`config.mk`:
```
export PLATFORM = sky130hd
export DESIGN_NAME = bcd_calendar_flat
export DESIGN_NICKNAME = d
export VERILOG_FILES = /design/src/rtl/bcd_calendar_if.sv /design/src/rtl/bcd_calendar.sv /design/src/flat_wrapper.sv
export SDC_FILE = /design/constraint.sdc
export NUM_CORES = 1
export LEC_CHECK = 0
export ABC_AREA = 0
export CELL_PAD_IN_SITES_DETAIL_PLACEMENT = 1
export CELL_PAD_IN_SITES_GLOBAL_PLACEMENT = 1
export CORE_ASPECT_RATIO = 1.1
export CORE_MARGIN = 3
export CORE_UTILIZATION = 30
export CTS_BUF_LIST = sky130_fd_sc_hd__clkbuf_8
export DETAILED_ROUTE_END_ITERATION = 10
export GPL_TIMING_DRIVEN = 0
export PLACE_DENSITY = 0.87
export SLEW_MARGIN = 20
export SYNTH_ARGS = -nofsm -noshare
export SYNTH_HDL_FRONTEND = slang
export SYNTH_SLANG_ARGS = --single-unit
```
`constraint.sdc`:
```
create_clock -name d_clk -period 7.1 [get_ports d_clk]
set_input_delay 1.42 -clock d_clk [delete_from_list [all_inputs] [get_ports d_clk]]
set_output_delay 1.42 -clock d_clk [all_outputs]
set_load 0.1 [all_outputs]
```
`src/rtl/bcd_calendar_if.sv`:
```
// Bundles the calendar's control, load payload and status signals.
// The master drives ticks and load requests; the slave is the calendar core.
interface bcd_calendar_if #(
    parameter int unsigned YEAR_DIGITS = 4
);
    localparam int unsigned YW    = 4 * YEAR_DIGITS;
    localparam int unsigned CAL_W = 20 + YW;

    logic              day_tick;
    logic              set_cal;
    logic [7:0]        set_day;
    logic [3:0]        set_weekday;
    logic [7:0]        set_month;
    logic [YW-1:0]     set_year;

    logic [7:0]        real_day;
    logic [3:0]        real_weekday;
    logic [7:0]        real_month;
    logic [YW-1:0]     real_year;
    logic [CAL_W-1:0]  full_cal;
    logic              set_ack;
    logic              set_err;
    logic              month_end;
    logic              year_end;

    modport master (
        output day_tick, set_cal, set_day, set_weekday, set_month, set_year,
        input  real_day, real_weekday, real_month, real_year, full_cal,
               set_ack, set_err, month_end, year_end
    );

    modport slave (
        input  day_tick, set_cal, set_day, set_weekday, set_month, set_year,
        output real_day, real_weekday, real_month, real_year, full_cal,
               set_ack, set_err, month_end, year_end
    );
endinterface

```
`src/rtl/bcd_calendar.sv`:
```
// BCD day/weekday/month/year calendar with validated load and rollover pulses.
// Define BCD_CALENDAR_LEAP_YEAR_EN to give February 29 days in leap years.
module bcd_calendar #(
    parameter  int unsigned YEAR_DIGITS = 4,
    localparam int unsigned CAL_W       = 20 + 4 * YEAR_DIGITS
) (
    input  logic           d_clk,
    input  logic           rst,
    bcd_calendar_if.slave  cal
);
    localparam int unsigned YW = 4 * YEAR_DIGITS;

`ifdef BCD_CALENDAR_LEAP_YEAR_EN
    localparam bit LEAP_EN = 1'b1;
`else
    localparam bit LEAP_EN = 1'b0;
`endif

    logic [7:0]    day_q;
    logic [3:0]    wd_q;
    logic [7:0]    month_q;
    logic [YW-1:0] year_q;
    logic          ack_q, err_q, me_q, ye_q;

    function automatic logic is_bcd8(input logic [7:0] b);
        return (b[7:4] <= 4'd9) && (b[3:0] <= 4'd9);
    endfunction

    function automatic logic year_is_bcd(input logic [YW-1:0] y);
        logic ok;
        ok = 1'b1;
        for (int i = 0; i < int'(YEAR_DIGITS); i++)
            if (y[4*i +: 4] > 4'd9) ok = 1'b0;
        return ok;
    endfunction

    // Two-digit BCD value 10*t+u is divisible by 4 exactly when 2*t+u is.
    function automatic logic bcd2_div4(input logic [3:0] t, input logic [3:0] u);
        return ((5'({t, 1'b0}) + 5'(u)) & 5'd3) == 5'd0;
    endfunction

    function automatic logic is_leap(input logic [YW-1:0] y);
        logic [15:0] yp;
        yp = 16'(y);
        if (yp[7:0] != 8'h00)
            return bcd2_div4(yp[7:4], yp[3:0]);
        return bcd2_div4(yp[15:12], yp[11:8]);
    endfunction

    function automatic logic [7:0] days_in_month(input logic [7:0] m, input logic [YW-1:0] y);
        case (m)
            8'h02:                      return (LEAP_EN && is_leap(y)) ? 8'h29 : 8'h28;
            8'h04, 8'h06, 8'h09, 8'h11: return 8'h30;
            default:                    return 8'h31;
        endcase
    endfunction

    function automatic logic [7:0] bcd_inc8(input logic [7:0] b);
        if (b[3:0] == 4'd9) return {4'(b[7:4] + 4'd1), 4'd0};
        return {b[7:4], 4'(b[3:0] + 4'd1)};
    endfunction

    // Ripple BCD increment; an all-nines year wraps to 1 because year 0 is illegal.
    function automatic logic [YW-1:0] year_inc(input logic [YW-1:0] y);
        logic [YW-1:0] r;
        logic          carry;
        r     = y;
        carry = 1'b1;
        for (int i = 0; i < int'(YEAR_DIGITS); i++) begin
            if (carry) begin
                if (r[4*i +: 4] == 4'd9) begin
                    r[4*i +: 4] = 4'd0;
                end else begin
                    r[4*i +: 4] = 4'(r[4*i +: 4] + 4'd1);
                    carry       = 1'b0;
                end
            end
        end
        if (r == '0) r = YW'(1);
        return r;
    endfunction

    logic       set_ok_c;
    logic [7:0] cur_dim_c;

    always_comb begin
        set_ok_c  = is_bcd8(cal.set_day) && is_bcd8(cal.set_month) &&
                    year_is_bcd(cal.set_year) &&
                    (cal.set_weekday >= 4'd1) && (cal.set_weekday <= 4'd7) &&
                    (cal.set_month >= 8'h01) && (cal.set_month <= 8'h12) &&
                    (cal.set_year != '0) && (cal.set_day >= 8'h01) &&
                    (cal.set_day <= days_in_month(cal.set_month, cal.set_year));
        cur_dim_c = days_in_month(month_q, year_q);
    end

    // Load has priority over a same-cycle tick; reset overrides both.
    always_ff @(posedge d_clk) begin
        if (rst) begin
            day_q   <= 8'h01;
            wd_q    <= 4'd1;
            month_q <= 8'h01;
            year_q  <= YW'(1);
            ack_q   <= 1'b0;
            err_q   <= 1'b0;
            me_q    <= 1'b0;
            ye_q    <= 1'b0;
        end else begin
            ack_q <= 1'b0;
            err_q <= 1'b0;
            me_q  <= 1'b0;
            ye_q  <= 1'b0;
            if (cal.set_cal) begin
                if (set_ok_c) begin
                    day_q   <= cal.set_day;
                    wd_q    <= cal.set_weekday;
                    month_q <= cal.set_month;
                    year_q  <= cal.set_year;
                    ack_q   <= 1'b1;
                end else begin
                    err_q   <= 1'b1;
                end
            end else if (cal.day_tick) begin
                wd_q <= (wd_q == 4'd7) ? 4'd1 : 4'(wd_q + 4'd1);
                if (day_q == cur_dim_c) begin
                    day_q <= 8'h01;
                    me_q  <= 1'b1;
                    if (month_q == 8'h12) begin
                        month_q <= 8'h01;
                        year_q  <= year_inc(year_q);
                        ye_q    <= 1'b1;
                    end else begin
                        month_q <= bcd_inc8(month_q);
                    end
                end else begin
                    day_q <= bcd_inc8(day_q);
                end
            end
        end
    end

    assign cal.real_day     = day_q;
    assign cal.real_weekday = wd_q;
    assign cal.real_month   = month_q;
    assign cal.real_year    = year_q;
    assign cal.full_cal     = CAL_W'({day_q, wd_q, month_q, year_q});
    assign cal.set_ack      = ack_q;
    assign cal.set_err      = err_q;
    assign cal.month_end    = me_q;
    assign cal.year_end     = ye_q;
endmodule
```
`src/flat_wrapper.sv`:
```
// flat-port wrapper written by rule: the top's interface ports become plain ports
module bcd_calendar_flat 
#(
    parameter  int unsigned YEAR_DIGITS = 4,
    localparam int unsigned CAL_W       = 20 + 4 * YEAR_DIGITS
)
  (d_clk, rst, cal_day_tick, cal_set_cal, cal_set_day, cal_set_weekday, cal_set_month, cal_set_year, cal_real_day, cal_real_weekday, cal_real_month, cal_real_year, cal_full_cal, cal_set_ack, cal_set_err, cal_month_end, cal_year_end);
  bcd_calendar_if #(.YEAR_DIGITS(YEAR_DIGITS)) cal_i ();
  input  logic d_clk;
  input  logic rst;
  input wire logic [$bits(cal_i.day_tick)-1:0] cal_day_tick;
  input wire logic [$bits(cal_i.set_cal)-1:0] cal_set_cal;
  input wire logic [$bits(cal_i.set_day)-1:0] cal_set_day;
  input wire logic [$bits(cal_i.set_weekday)-1:0] cal_set_weekday;
  input wire logic [$bits(cal_i.set_month)-1:0] cal_set_month;
  input wire logic [$bits(cal_i.set_year)-1:0] cal_set_year;
  output wire logic [$bits(cal_i.real_day)-1:0] cal_real_day;
  output wire logic [$bits(cal_i.real_weekday)-1:0] cal_real_weekday;
  output wire logic [$bits(cal_i.real_month)-1:0] cal_real_month;
  output wire logic [$bits(cal_i.real_year)-1:0] cal_real_year;
  output wire logic [$bits(cal_i.full_cal)-1:0] cal_full_cal;
  output wire logic [$bits(cal_i.set_ack)-1:0] cal_set_ack;
  output wire logic [$bits(cal_i.set_err)-1:0] cal_set_err;
  output wire logic [$bits(cal_i.month_end)-1:0] cal_month_end;
  output wire logic [$bits(cal_i.year_end)-1:0] cal_year_end;
  assign cal_i.day_tick = cal_day_tick;
  assign cal_i.set_cal = cal_set_cal;
  assign cal_i.set_day = cal_set_day;
  assign cal_i.set_weekday = cal_set_weekday;
  assign cal_i.set_month = cal_set_month;
  assign cal_i.set_year = cal_set_year;
  assign cal_real_day = cal_i.real_day;
  assign cal_real_weekday = cal_i.real_weekday;
  assign cal_real_month = cal_i.real_month;
  assign cal_real_year = cal_i.real_year;
  assign cal_full_cal = cal_i.full_cal;
  assign cal_set_ack = cal_i.set_ack;
  assign cal_set_err = cal_i.set_err;
  assign cal_month_end = cal_i.month_end;
  assign cal_year_end = cal_i.year_end;
  bcd_calendar #(.YEAR_DIGITS(YEAR_DIGITS)) u_core (.d_clk(d_clk), .rst(rst), .cal(cal_i));
endmodule
```
-- After elaboration in Yosys (flattened, before gate mapping)
Index checks and enable logic that the tools add are counted.
- logic and storage cells: 175
- memory bits (writable): 0
- bits in read-only memories: 0
- latch bits: 0
- flip-flop bits (word level): 40
- memories kept: 0
- input port bits: 40
- output and inout bits: 76
- eq/ne operators: 20
- bitwise gates (word level): 3
- $lt $le $gt $ge: 14
- add/sub/neg operators: 9
- shifts and indexed selects: 0
- divide/modulo/power cells: 0
- $mul: 0
- reductions and logical operators: 28
- mux-type cells: 91
- operators with widths (operator ; number):
    $mux 4 ; 31
    $mux 8 ; 13
    $mux 16 ; 6
    $mux 1 ; 39
    $add 4x1->4 const B ; 9
    $eq 8x3->1 const B ; 4
    $eq 4x4->1 const B ; 6
    $eq 8x5->1 const B ; 3
    $pmux 5 s2 ; 2
    $eq 8x2->1 const B ; 2
    $eq 8x4->1 const B ; 2
    $ge 8x1->1 const B ; 2
    $gt 4x4->1 const B ; 4
    $le 4x4->1 const B ; 4
    $logic_not 16->1 ; 1
    $reduce_bool 16->1 ; 1
    $reduce_or 4->1 ; 3
    $logic_and 1x1->1 ; 11
    $eq 8x6->1 ; 1
    $le 8x5->1 const B ; 1
    $le 8x6->1 ; 1
    $reduce_and 4->1 ; 2
    $reduce_and 3->1 ; 2
    $reduce_bool 2->1 ; 3
    other kinds (9) ; 12

-- Depth between registers and ports, before layout
Gate-level depths: netlist (run 1).
- word-level depth: 32
- depth in mapped cells: 15
- mapped depth without buffers: 14

-- Worst setup path after synthesis (run 1)
OpenSTA, ideal clock, no wires.
- path type: input to register
- from: in cal_set_month[4]
- to: reg u_core.year_q[0], in the netlist u_core.cal.real_year[0]
- slack: 3278 ps
- stages on the path: 10
- required time: 6964 ps
- buffers on the path: 0
- arrival: 3686 ps
- cell sequence: nor4_1 > nand3_1 > ha_1 > or3b_2 > a21boi_0 > o2111a_1 > nand3_1 > a21boi_2 > a2111oi_0 > a211oi_1
- word-level cells in the longest chain between the ends: 13
- elaborated cells on any way between the ends: 23
- ends and longest elaborated chain (element ; line ; source):
    start: declaration ; flat_wrapper.sv:15 ; input wire logic [$bits(cal_i.set_month)-1:0] cal_set_month;
    parallel branches: the longest is 10 deep, another holds $le 8x6->1 ; -- ;
    $logic_and 1x1->1 * ; bcd_calendar.sv:91 ; (cal.set_year != '0) && (cal.set_day >= 8'h01) &&
    $ne 2x1->1 (no source line) * ; -- ;
    $reduce_and 4->1 (no source line) * ; -- ;
    end signal: assignment ; bcd_calendar.sv:117 ; year_q <= cal.set_year;
    end signal: assignment ; bcd_calendar.sv:129 ; year_q <= year_inc(year_q);
    end: declaration ; bcd_calendar.sv:22 ; logic [YW-1:0] year_q;
Mark *: on every way between the ends.
A chain may end at the register's enable or synchronous reset.

-- Worst setup path after layout (run 1)
Same ends and word-level chain as after synthesis.

==> results.sh, run 1 <==
export IMPL_numPortBuffers=113
export IMPL_via_count=3925
export IMPL_dpl_cell_area_um2=4650
export IMPL_p_switching_mw=0.198
export IMPL_grt_pass1_wl_mm=20.7
export IMPL_power_share_clock_pct=30.2
export IMPL_yosysWarningCount=0
export IMPL_synth_edf_count=0
export IMPL_syn_area_um2=3340
export IMPL_drt_total_wl_mm=12.9
export IMPL_critPathTopFamily="compound AO/OA/AOI/OAI gates"
export IMPL_vdd_drop_max_mv=0.0694
export IMPL_grt_pass1_vias=4098
export IMPL_clock_sinks=40
export IMPL_dr_pass1_iters=5
export IMPL_drt_initial_drc_count=191
export IMPL_rows=39
export IMPL_grt_overflow=0
export IMPL_cp_depth=11
export IMPL_fin_crit_sh_pct=64.5
export IMPL_regArea_um2=801
export IMPL_area_growth_synth_to_final_pct=41.9
export IMPL_synth_ff_type="dfxtp_1"
export IMPL_io_pins=116
export IMPL_status="completed"
export IMPL_worstHoldStart="u_core.cal.real_month[7]"
export IMPL_crit_path_end_kind="flop"
export IMPL_synth_seq_cells=40
export IMPL_seqPwrFrac_pct=42.1
export IMPL_post_cts_setup_buffer_count=0
export IMPL_via_per_inst=5.48
export IMPL_start_kind="input port"
export IMPL_ff2ff_path_depth=10
export IMPL_worstSetupPathType="in -> reg"
export IMPL_antenna_cells=0
export IMPL_grt_max_degree=12
export IMPL_startpoint="cal_set_month[4]"
export IMPL_design_area_um2=4740
export IMPL_drive_gt1_share_pct=11.5
export IMPL_nNetsFinal=620
export IMPL_fillers=1366
export IMPL_synth_nets=500
export IMPL_syn_area_per_cell_um2=7.40
export IMPL_p_int_mw=0.357
export IMPL_clkSlewWorstSetupHoldPaths_ns=0.09
export IMPL_cp_max_fo=8
export IMPL_comb_power_share_pct=27.8
export IMPL_fin_hold_ws_ns=0.564
export IMPL_crit_buf_inv=1
export IMPL_crit_required_ns=7.28
export IMPL_hpwl_mm=10.0
export IMPL_tns_ns=0
export IMPL_holdPathStages=2
export IMPL_antenna_found_initial=0
export IMPL_ys_types=65
export IMPL_clk_latency_ns=0.30
export IMPL_fin_worst_skew_ns=0.00271
export IMPL_wl_per_cell_um=18.1
export IMPL_crit_chain="clkdlybuf4s50_1, nor4_1, nand3_1, ha_1, or3b_2, a21boi_0, o2111a_1, nand3_1, a21boi_2, a2111oi_0, a211oi_1"
export IMPL_crit_top_cell="nand3_1"
export IMPL_max_slew_worst_pin_slew_ns=0.988
export IMPL_multiInputGateArea_um2=2060
export IMPL_p_per_area_nw_per_um2=117
export IMPL_fp_dieW_um=107
export IMPL_switching_share_pct=35.6
export IMPL_r2r_start="u_core.cal.real_month[4]"
export IMPL_drc=0
export IMPL_start_util_pct=31.4
export IMPL_grtUsageTotal_pct=20.3
export IMPL_core_um2=10600
export IMPL_slowest_delay_ns=0.51
export IMPL_final_max_slew_viol_count=0
export IMPL_ant_nets=0
export IMPL_clk_path_buf_depth=2
export IMPL_drv_cap=0
export IMPL_async_reset_ff_share_pct=0
export IMPL_worstPathArrival_ns=4.76
export IMPL_rsz0062_at_grt="false"
export IMPL_synthCells=452
export IMPL_cts_tree="yes"
export IMPL_max_freq_mhz=218
export IMPL_final_util_pct=44.6
export IMPL_min_period_ns=4.58
export IMPL_slew_headroom_pct=33.9
export IMPL_cts_resized=0
export IMPL_leakage_nw=1.74
export IMPL_gp_congestion=0.934
export IMPL_hold_buffers=0
export IMPL_holdCritPathClass="reg -> reg"
export IMPL_cts_buffers=5
export IMPL_cts_root_buf="clkbuf_8"
export IMPL_finalHoldViolCount=0
export IMPL_cp_slowest_cell="clkdlybuf4s50_1"
export IMPL_setup_viol=0
export IMPL_htreeDepth=2
export IMPL_die_h_um=117
export IMPL_fp_dieArea_um2=12500
export IMPL_ys_seq_area_share_pct=23.9
==> final timing paths <==
path | end | slack (ns)
setup / recovery | u_core.cal.real_year[0] | 2.52
setup reg to reg | u_core.cal.real_year[7] | 4.21
hold / removal | u_core.cal.real_month[7] | 0.56
hold reg to reg | u_core.cal.real_month[7] | 0.56
==> routing by layer <==
layer / track usage [%] / wire length, µm / share of wire [%] / up-vias
met1: 23.3 / 5350 / 41 / 1902
li1: - / - / - / 1852
met5: 0 / 0 / 0 / -
met2: 37.8 / 6480 / 50 / 146
met3: 3.92 / 758 / 5.9 / 25
met4: 7.16 / 340 / 2.6 / 0
==> state kept, by name, summed over array words and instances (netlist names) <==
| register | cells |
|---|---|
| u_core.cal.real_year | 16 |
| u_core.cal.real_day | 8 |
| u_core.cal.real_month | 8 |
| u_core.cal.real_weekday | 4 |
| u_core.cal.month_end | 1 |
| u_core.cal.set_ack | 1 |
| u_core.cal.set_err | 1 |
| u_core.cal.year_end | 1 |
==> cells in the mapped netlist, types with 3 or more instances <==
library cell	number	share of area, %
a211o_1	4	1.0
a211oi_1	7	1.6
a21boi_0	4	0.90
a21oi_1	27	4.0
a221oi_1	8	2.1
a22oi_1	7	1.6
a311oi_1	5	1.3
a31oi_1	3	0.56
and3_1	4	0.75
and4_1	3	0.79
buf_2	5	0.75
buf_4	38	8.5
clkbuf_1	19	2.1
dfxtp_1	40	24
ha_1	8	3.0
inv_1	19	2.1
mux2i_1	14	4.2
nand2_1	42	4.7
nand2b_1	9	1.7
nand3_1	12	1.8
nand3b_1	3	0.67
nand4_1	7	1.3
nor2_1	39	4.4
nor2b_1	5	0.94
nor3_1	14	2.1
nor3b_1	4	0.90
nor4_1	8	1.5
o21ai_0	36	5.4
o31ai_1	3	0.67
or2_2	4	0.75
xnor2_1	4	1.0
==> through the flow <==
stage | power (mW) | instances | worst slack, ns
2_1_floorplan | 0.333 | 452 | 3.28
4_1_cts | 0.553 | 716 | 2.54
3_5_place_dp | 0.391 | 708 | 2.22
6_report | 0.555 | 716 | 2.52
3_3_place_gp | 0.388 | 708 | 2.32
5_1_grt | 0.572 | 716 | 2.16
==> cell usage in the layout, fill, tap and decap left out, drive strengths merged, types with 9 or more instances in the layout <==
cell | synthesis | routed
nor3 | 14 | 14
mux2i | 14 | 14
nand2b | 9 | 9
nand2 | 43 | 43
o21ai | 36 | 36
dfxtp | 40 | 40
clkbuf | 19 | 25
nand3 | 12 | 12
inv | 19 | 21
buf | 47 | 47
clkdlybuf4s50 | 0 | 113
nor4 | 10 | 10
nor2 | 39 | 39
a21oi | 27 | 27
==> power by group through the flow <==
stage                     Clock, mW  Sequential (mW)  Combinational [mW]
final                         0.167            0.233               0.154
after global routing          0.175            0.234               0.163
after CTS                     0.167            0.233               0.153
after detailed placement          0            0.239               0.153
after global placement            0            0.238               0.150
after floorplan                   0            0.263              0.0699
==> cells by family after synthesis <==
logic type / after synthesis / synth area share, %
and+or+nand+nor: 169 / 26.3
xor gates and xnor gates: 5 / 1.31
muxes: 16 / 4.86
adders and majority gates: 8 / 2.99
buffers and inverters: 85 / 14.4
AOI/OAI and AO/OA: 129 / 26.2
DFF: 40 / 23.9
==> final cells by class <==
class	instances	share of cell area, %
multi-input cells	327	43.4
repair buffers	113	23.8
flip-flops and latches	40	16.9
plain buffers	66	8.68
well taps	143	3.77
clock buffers	6	1.74
inverters	19	1.50
clock inverters	2	0.158
==> worst register-to-register path: cells and delay by family, from the launching register on <==
| kind | cells | cell delay, ns |
|---|---|---|
| DFF | 1 | 0.43 |
| muxes | 2 | 0.50 |
| and+or+nand+nor | 3 | 0.62 |
| buffers and inverters | 2 | 0.40 |
| adders and majority gates | 1 | 0.27 |
| AOI/OAI and AO/OA | 2 | 0.53 |
(Power assumes the default switching activity.)
==> run 2: changes to the inputs <==
==> constraint.sdc (replaced) <==
create_clock -name d_clk -period 4.25 [get_ports d_clk]
set_input_delay 0.85 -clock d_clk [delete_from_list [all_inputs] [get_ports d_clk]]
set_output_delay 0.85 -clock d_clk [all_outputs]
set_load 0.1 [all_outputs]
==> results.sh, run 2 (synthesis results as in run 1) <==
export IMPL_seqPwrFrac_pct=42.3
export IMPL_p_switching_mw=0.325
export IMPL_cp_max_fo=8
export IMPL_ant_nets=0
export IMPL_design_area_um2=4750
export IMPL_p_per_area_nw_per_um2=194
export IMPL_setup_viol=0
export IMPL_place_ws_ns=-0.0592
export IMPL_drv_cap=0
export IMPL_switching_share_pct=35.3
export IMPL_grtUsageTotal_pct=20.3
export IMPL_rows=39
export IMPL_crit_required_ns=4.42
export IMPL_via_per_inst=5.51
export IMPL_largest_reg_flops=16
export IMPL_core_um2=10600
export IMPL_die_h_um=117
export IMPL_power_share_clock_pct=29.8
export IMPL_io_pins=116
export IMPL_min_period_ns=4.01
export IMPL_antenna_cells=0
export IMPL_worstHoldStart="u_core.cal.real_month[7]"
export IMPL_crit_buf_inv=1
export IMPL_final_common_cell="clkdlybuf4s50_1"
export IMPL_max_slew_worst_pin_slew_ns=0.988
export IMPL_mostFrequentLayoutCells="113 x clkdlybuf4s50_1, 42 x nand2_1, 40 x dfxtp_1, 39 x nor2_1, 38 x buf_4"
export IMPL_start_util_pct=31.4
export IMPL_clkSlewWorstSetupHoldPaths_ns=0.08
export IMPL_critPathTopFamily="compound AO/OA/AOI/OAI gates"
export IMPL_comb_power_share_pct=28.0
export IMPL_holdCritPathClass="reg -> reg"
export IMPL_final_max_slew_viol_count=0
export IMPL_fin_hold_ws_ns=0.564
export IMPL_crit_path_end_kind="flop"
export IMPL_via_count=3942
export IMPL_drt_initial_drc_count=192
export IMPL_crit_top_cell="nand3_1"
export IMPL_wl_per_cell_um=18.0
export IMPL_drive_gt1_share_pct=11.7
export IMPL_cp_slowest_cell="clkdlybuf4s50_1"
export IMPL_grt_pass1_vias=4098
export IMPL_holdPathEnd="u_core.cal.real_month[7]"
export IMPL_slew_headroom_pct=33.9
export IMPL_r2r_start="u_core.cal.real_month[4]"
export IMPL_area_growth_synth_to_final_pct=42.1
export IMPL_power_total_mw=0.922
export IMPL_hpwl_mm=10.0
export IMPL_drc=0
export IMPL_dr_pass1_iters=4
export IMPL_dpl_cell_area_um2=4650
export IMPL_grt_max_degree=12
export IMPL_drt_total_wl_mm=12.9
export IMPL_timing_final_ws_setup_ns=0.238
export IMPL_gp_congestion=0.934
export IMPL_crit_chain="clkdlybuf4s50_1, nor4_2, nand3_1, ha_1, or3b_2, a21boi_0, o2111a_1, nand3_1, a21boi_2, a2111oi_1, a211oi_1"
export IMPL_holdPathStages=2
export IMPL_r2r_end="u_core.cal.real_year[15]"
export IMPL_worstPathArrival_ns=4.19
export IMPL_fin_cells=716
export IMPL_clock_sinks=40
export IMPL_start_kind="input port"
export IMPL_nNetsFinal=620
export IMPL_antenna_found_initial=0
export IMPL_status="completed"
export IMPL_htreeDepth=2
export IMPL_grt_overflow=0
export IMPL_slowest_delay_ns=0.52
export IMPL_reg2reg_slack_ns=1.35
export IMPL_cts_tree="yes"
export IMPL_worstSetupPathType="in -> reg"
export IMPL_fp_dieArea_um2=12500
export IMPL_grt_pass1_wl_mm=20.7
export IMPL_cts_root_buf="clkbuf_8"
export IMPL_fin_crit_sh_pct=94.4
export IMPL_clk_path_buf_depth=2
export IMPL_place_inst=708
export IMPL_cts_buffers=5
export IMPL_ff2ff_path_depth=10
export IMPL_vdd_drop_max_mv=0.115
export IMPL_leakage_nw=1.74
export IMPL_fin_worst_skew_ns=0.00403
export IMPL_finalHoldViolCount=0
export IMPL_max_freq_mhz=249
export IMPL_numPortBuffers=113
export IMPL_fp_dieW_um=107
export IMPL_clk_latency_ns=0.30
export IMPL_p_int_mw=0.597
## run 2: worst max path at each step
stage / endpoint / depth (start not counted) / start
floorplan: u_core.cal.real_year[0] / 10 / cal_set_month[4]
global placement: u_core.cal.real_year[0] / 11 / cal_set_month[4]
detailed placement: u_core.cal.real_year[0] / 11 / cal_set_month[4]
CTS: u_core.cal.real_year[0] / 11 / cal_set_month[4]
global route: u_core.cal.real_year[2] / 12 / cal_set_month[4]
finish: u_core.cal.real_year[0] / 11 / cal_set_month[4]
## run 2: cell type report
class | instances | area, µm²
fillers | 1368 | 5890
multi-input cells | 327 | 2070
repair buffers | 113 | 1130
flip-flops and latches | 40 | 801
plain buffers | 66 | 412
well taps | 143 | 179
clock buffers | 6 | 82.6
inverters | 19 | 71.3
clock inverters | 2 | 7.51
## run 2: routing by layer
layer  vias up  part of all wire [%]  global-route usage, %
met1      1915                    40                   23.3
li1       1849                     -                      -
met5         -                     0                      0
met2       150                    51                   37.8
met3        28                   7.0                   3.92
met4         0                   2.7                   7.16
## run 2: timing repair
action	4_1_cts	5_1_grt
endpoints found under the setup margin	0	3
hold buffers	0	0
setup buffers	0	0
resized for setup	0	2
## run 2: metrics by stage
step	utilization [%]	TNS, ns
after floorplan	-	0
after global placement	43.8	0
after detailed placement	43.8	-0.0830
after CTS	44.6	0
after global routing	44.7	-0.0156
final	44.7	0
## run 2: power groups by stage
stage | clock network (mW) | registers [mW] | logic [mW]
3_3_place_gp | 0 | 0.398 | 0.250
3_5_place_dp | 0 | 0.399 | 0.255
2_1_floorplan | 0 | 0.439 | 0.117
6_report | 0.274 | 0.390 | 0.258
4_1_cts | 0.278 | 0.390 | 0.256
5_1_grt | 0.293 | 0.391 | 0.272
## run 2: tightest hold or removal path, stage by stage (launching register included)
cell	delay (ns)
dfxtp_1	0.39
inv_1	0.08
a211oi_1	0.06
